## src/rtl/req_encoder_32_5_if.sv

```systemverilog
// Request/handshake bundle for the 32-to-5 request encoder.
// slave = encoder side, master = request source / index consumer side.
interface req_encoder_32_5_if;
  logic [31:0] req_in;
  logic        out_ready;
  logic        out_valid;
  logic [4:0]  out_idx;
  logic [31:0] out_onehot;
  logic [31:0] pending;
  logic        busy;

  modport slave (
    input  req_in,
    input  out_ready,
    output out_valid,
    output out_idx,
    output out_onehot,
    output pending,
    output busy
  );

  modport master (
    output req_in,
    output out_ready,
    input  out_valid,
    input  out_idx,
    input  out_onehot,
    input  pending,
    input  busy
  );
endinterface

```

## src/rtl/req_encoder_32_5.sv

```systemverilog
// Latches single-cycle request strobes into a pending vector and serves them
// one at a time as a 5-bit index over valid/ready, fixed or round-robin priority.
module req_encoder_32_5 #(
  parameter bit RR_EN = 1'b0
) (
  input  logic               clock,
  input  logic               reset,
  req_encoder_32_5_if.slave  bus
);

  typedef enum logic {
    ST_IDLE    = 1'b0,
    ST_PRESENT = 1'b1
  } state_t;

  state_t      r_state;
  logic        r_valid;
  logic [4:0]  r_idx;
  logic [4:0]  r_last;
  logic [31:0] r_pending;

  logic        w_accept;
  logic [31:0] w_idx_onehot;
  logic [31:0] w_clr;
  logic [31:0] w_cand;
  logic [4:0]  w_base;
  logic [4:0]  w_pos;
  logic [4:0]  w_sel;
  logic        w_found;

  always_comb begin
    w_accept     = r_valid & bus.out_ready;
    w_idx_onehot = 32'd1 << r_idx;
    w_clr        = w_accept ? w_idx_onehot : '0;
    w_cand       = r_pending & ~(r_valid ? w_idx_onehot : '0);

    // On an accept the presented index becomes the last served one, so the
    // scan starts just after it rather than after the stale pointer.
    if (!RR_EN)
      w_base = '0;
    else if (r_valid)
      w_base = r_idx + 5'd1;
    else
      w_base = r_last + 5'd1;

    w_pos   = '0;
    w_sel   = '0;
    w_found = 1'b0;
    for (int unsigned k = 0; k < 32; k++) begin
      w_pos = w_base + k[4:0];
      if (!w_found && w_cand[w_pos]) begin
        w_sel   = w_pos;
        w_found = 1'b1;
      end
    end
  end

  always_ff @(posedge clock or negedge reset) begin
    if (!reset) begin
      r_state   <= ST_IDLE;
      r_valid   <= 1'b0;
      r_idx     <= '0;
      r_last    <= 5'd31;
      r_pending <= '0;
    end else begin
      r_pending <= (r_pending & ~w_clr) | bus.req_in;
      case (r_state)
        ST_IDLE: begin
          if (w_found) begin
            r_idx   <= w_sel;
            r_valid <= 1'b1;
            r_state <= ST_PRESENT;
          end
        end
        ST_PRESENT: begin
          if (bus.out_ready) begin
            r_last <= r_idx;
            if (w_found) begin
              r_idx <= w_sel;
            end else begin
              r_valid <= 1'b0;
              r_state <= ST_IDLE;
            end
          end
        end
        default: begin
          r_valid <= 1'b0;
          r_state <= ST_IDLE;
        end
      endcase
    end
  end

  assign bus.out_valid  = r_valid;
  assign bus.out_idx    = r_idx;
  assign bus.pending    = r_pending;
  assign bus.out_onehot = r_valid ? w_idx_onehot : '0;
  assign bus.busy       = r_valid | (|r_pending);

endmodule

```

## src/flat_wrapper.sv

```systemverilog
// flat-port wrapper written by rule: the top's interface ports become plain ports
module req_encoder_32_5_flat 
#(
  parameter bit RR_EN = 1'b0
)
  (clock, reset, bus_req_in, bus_out_ready, bus_out_valid, bus_out_idx, bus_out_onehot, bus_pending, bus_busy);
  req_encoder_32_5_if bus_i ();
  input  logic clock;
  input  logic reset;
  input wire logic [$bits(bus_i.req_in)-1:0] bus_req_in;
  input wire logic [$bits(bus_i.out_ready)-1:0] bus_out_ready;
  output wire logic [$bits(bus_i.out_valid)-1:0] bus_out_valid;
  output wire logic [$bits(bus_i.out_idx)-1:0] bus_out_idx;
  output wire logic [$bits(bus_i.out_onehot)-1:0] bus_out_onehot;
  output wire logic [$bits(bus_i.pending)-1:0] bus_pending;
  output wire logic [$bits(bus_i.busy)-1:0] bus_busy;
  assign bus_i.req_in = bus_req_in;
  assign bus_i.out_ready = bus_out_ready;
  assign bus_out_valid = bus_i.out_valid;
  assign bus_out_idx = bus_i.out_idx;
  assign bus_out_onehot = bus_i.out_onehot;
  assign bus_pending = bus_i.pending;
  assign bus_busy = bus_i.busy;
  req_encoder_32_5 #(.RR_EN(RR_EN)) u_core (.clock(clock), .reset(reset), .bus(bus_i));
endmodule
```

## config.mk

```make
export PLATFORM = sky130hd
export DESIGN_NAME = req_encoder_32_5_flat
export DESIGN_NICKNAME = d
export VERILOG_FILES = /design/src/rtl/req_encoder_32_5_if.sv /design/src/rtl/req_encoder_32_5.sv /design/src/flat_wrapper.sv
export SDC_FILE = /design/constraint.sdc
export NUM_CORES = 1
export LEC_CHECK = 0
export CAP_MARGIN = 20
export CORE_MARGIN = 3
export CORE_UTILIZATION = 30
export CTS_BUF_LIST = sky130_fd_sc_hd__clkbuf_4 sky130_fd_sc_hd__clkbuf_8
export CTS_CLUSTER_DIAMETER = 40
export DETAILED_ROUTE_END_ITERATION = 6
export PLACE_DENSITY = 0.56
export SLEW_MARGIN = 5
export SYNTH_ARGS = -nofsm -noshare
export SYNTH_HDL_FRONTEND = slang
export SYNTH_SLANG_ARGS = --single-unit
```

## constraint.sdc

```tcl
create_clock -name clock -period 2.8 [get_ports clock]
set_clock_uncertainty 0.05 [all_clocks]
set_input_delay 0.56 -clock clock [delete_from_list [all_inputs] [get_ports clock]]
set_output_delay 0.56 -clock clock [all_outputs]
set_load 0.05 [all_outputs]
```

==> impl_results.md <==
- FF-to-FF setup slack: ~0.16 ns
- CP Buf/Inv Count: 1
- Setup-failing EPs final: 0
- Crit end category: output port
- Int Pwr: 847 uW
- Critical path cell sequence: or4b_1 > nor3_2 > buf_12
- Clock Tree Buf Depth: 2
- Crit. path cell count: 3
- Leakage: between 0.0015 and 0.002 uW
- Crit Path Class: flop to output port
- Syn_nets: approximately 360
- Multi-input gate area: between 1500 and 2000 sq um
- Rows: 34
- Die span in x: roughly 100 um
- Status: completed
- Number of synthesis warnings: 0
- Worst EP arrival: 2.06 ns
- Iteration-0 DRC Markers: roughly 180
- Via density per instance: roughly 5.6
- CORE AREA: between 8000 and 9000 sq um
- Post-CTS Hold Buffers: 0
- Hold WC Path Type: input port to asynchronous set/reset pin
- Distinct cells, synth: 56
- R2R depth: 6
- Post-synth top area share: 0.360
- P_sw: around 330 uW
- First-pass GRT wire length: about 16000 um
- Yosys top cell by area: dfrtp_1
- ANT cells: 0
- Sw Share: 0.283
- Peak per-stage delay on the critical path: approximately 0.71 ns
- Ports: about 110
- Worst R2R Start: u_core.bus.out_idx[3]$_DFFE_PN0P_
- Final antenna-violating net count: 0
- Register bit count reported by yosys: 39
- Mean Syn Cell Area: about 8.3 sq um
- Clk sinks: 39
- Routed length per instance: between 15 and 20 um
- Comb pwr share: 0.160
- Slew margin rel.: 0.372
- Hpwl dp: 7920 um
- Layout area overhead: 60.2%
- RePlAce Congestion: 0.849
- Number of global-route vias before repair: 2951
- Peak VDD IR: roughly 0.21 mV
- Via count: ~3100
- Register area: approximately 980 sq um
- DRT Pass-1 Iters: 5
- Clk slew on worst S/H paths: ~0.080 ns
- Final instance count without filler cells: approximately 550
- Initial Util: 0.310
- Final hold vios: 0
- Sum Neg Setup Slack: 0 ns
- # port buffers: about 110
- Power Dens Cells: approximately 270 nW/um^2
- Largest net degree at the start of global routing: 40
- Placed insts: 540
- Fin worst setup slack: between 0.1 and 0.15 ns
- Required time of the worst setup path: roughly 2.2 ns
- Residual DRC: 0
- Clock power frac: 0.346
- Place WS: approximately 0.23 ns
- Syn Inst Count: between 300 and 400
- Synth area leaders: dfrtp_1, a21o_1, nor2_1, nand2_1, o21ai_0
- Cts bufs inserted: 5
- Nature of the critical path startpoint: flop
- Critical Path Sink: bus_out_onehot[0]
- Die area: just over 10000 sq um
- Max-cap viol count: 0
- CP Max Fanout: 18
- GRT overflow: 0
- Clk Tree Root Cell: clkbuf_8
- Die H: 101 um
- Nets: approximately 470
- Fmax: approximately 370 MHz
- Max-slew violations: 0
- CP top delay family: simple AND/OR/NAND/NOR gates
- Fill cells: 856
- Register area share after synthesis: 0.360
- Fraction of layout instances using a drive strength above 1: 0.169
- Main synth FF type: dfrtp_1
- Seq pwr share: 0.494
- DRT Wirelength: 10400 um
- RSZ-0062 raised after global routing: no
- GRT Util Overall: 0.205
- Worst r2r dst: u_core.bus.out_idx[0]$_DFFE_PN0P_
- Slowest CP cell: or4b_1
- CP Launch Point: u_core.bus.out_idx[3]$_DFFE_PN0P_
- Fin crit share: 0.954
- Min cycle time layout: between 2 and 3 ns
- Syn Std Cell Area: 2710 sq um
- EDFF count, synth: 0
- CTS tree: built
- Worst-skew pair later-pin latency: roughly 0.30 ns
- H-Tree Depth: 2
- Post-synth ARST share: 1.00
- Slew @ Worst Pin: about 0.94 ns
- Initial antenna violation count: 0
cell type report:
type	count	share of cell area
multi-input cells	261	0.374
repair buffers	124	0.343
flip-flops and latches	39	0.225
well taps	108	0.0311
clock buffers	6	0.0190
inverters	8	0.00691
clock inverters	1	0.00115
cells by family (layout without fill, tap and decap cells):
kind of cell    count (synthesis)  in the layout  share of synthesized area
mux                            13             13                     0.0521
flops                          39             39                      0.360
compound gates                 99             99                      0.263
simple gates                  149            149                      0.278
buf+inv                        27            139                     0.0466
routing by layer:
| layer | up-vias | share of wire | track usage | wire, um |
|---|---|---|---|---|
| li1 | 1414 | - | - | - |
| met1 | 1502 | 0.42 | 0.278 | 4310 |
| met2 | 139 | 0.50 | 0.342 | 5220 |
| met3 | 9 | 0.072 | 0.0346 | 748 |
| met4 | 0 | 0.0083 | 0.0440 | 86 |
| met5 | - | 0 | 0 | 0 |
synthesized netlist by cell type (2+ instances only):
library cell	number
a21o_1	32
a21oi_1	4
a2bb2oi_1	3
a31oi_1	7
a32oi_1	4
and3_1	3
and4_1	2
buf_2	8
buf_6	2
clkbuf_1	9
dfrtp_1	39
inv_1	8
mux2_1	4
mux2i_1	7
nand2_1	43
nand2b_1	5
nand3_1	4
nand3b_1	5
nand4_1	6
nand4b_1	3
nor2_1	48
nor2b_1	6
nor3_1	9
nor4_1	3
o21a_1	5
o21ai_0	18
o21ai_1	5
o31a_1	2
o31ai_1	2
o32a_1	2
o32ai_1	4
worst reg2reg max path, stage by stage, from the launching register on:
cell and delay, ns:
dfrtp_1 0.60, nand3b_1 0.36, o32ai_1 0.53, nand4bb_2 0.28
nor3_4 0.32, a31oi_2 0.19, o32a_1 0.20
stage by stage:
step	hold slack [ns]	util	instance area (sq um)	total power (uW)
4_1_cts	0.382	0.496	4350	1190
3_5_place_dp	0.480	0.486	4260	785
5_1_grt	0.430	0.496	4350	1230
3_3_place_gp	0.459	0.486	4260	785
6_report	0.355	0.496	4350	1180
2_1_floorplan	0.214	-	2730	673
state kept, by name (all words and copies together), names as in the netlist:
register,cells
u_core.bus.pending,32
u_core.bus.out_idx,5
u_core.bus.out_valid,1
u_core.r_state,1
power by group through the flow:
stage          Sequential (uW)  Combinational, uW  Clock [uW]
6_report                   584                189         409
3_3_place_gp               594                191           0
2_1_floorplan              601               71.6           0
5_1_grt                    587                201         440
3_5_place_dp               595                190           0
4_1_cts                    584                191         421
placed cells by master, fill, tap and decap left out, types with 2 or more instances in the layout:
cell | synthesis | layout
o32ai_1 | 4 | 4
mux2_1 | 4 | 4
o31a_1 | 2 | 2
nand3b_1 | 5 | 5
nor4_1 | 3 | 3
o32a_1 | 2 | 2
nand2b_1 | 5 | 5
buf_12 | 0 | 31
mux2i_1 | 7 | 7
a21o_1 | 32 | 32
inv_1 | 8 | 8
nor2b_1 | 6 | 6
nor2_1 | 48 | 46
and3_1 | 3 | 3
nand2_1 | 43 | 43
clkbuf_8 | 0 | 6
o21ai_1 | 5 | 5
o21a_1 | 5 | 5
clkdlybuf4s50_1 | 0 | 70
buf_4 | 0 | 22
a2bb2oi_1 | 3 | 3
nor3_1 | 9 | 8
nand3_1 | 4 | 4
o21ai_0 | 18 | 18
dfrtp_1 | 39 | 38
o31ai_1 | 2 | 2
nand4_1 | 6 | 6
a32oi_1 | 4 | 4
a31oi_1 | 7 | 7
and4_1 | 2 | 2
a21oi_1 | 4 | 4
nand4b_1 | 3 | 3
how the worst min path moves through the flow:
stage                                                   end                        startpoint  depth (start not counted)  slack [ns]
after floorplan           u_core.bus.out_idx[0]$_DFFE_PN0P_                             reset                          0        0.21
after global placement     u_core.bus.pending[28]$_DFF_PN0_  u_core.bus.pending[28]$_DFF_PN0_                          1        0.46
after detailed placement   u_core.bus.pending[28]$_DFF_PN0_  u_core.bus.pending[28]$_DFF_PN0_                          1        0.48
after CTS                 u_core.bus.out_idx[4]$_DFFE_PN0P_                             reset                          1        0.38
after global routing        u_core.bus.pending[4]$_DFF_PN0_                             reset                          1        0.43
final                      u_core.bus.pending[30]$_DFF_PN0_                             reset                          1        0.36
timing repair:
item / 4_1_cts / 5_1_grt
hold endpoints to repair: 0 / 0
gates resized for setup: 0 / 1
setup endpoints to repair: 0 / 3
setup buffers: 0 / 0
Power figures use the tool's default switching activity.
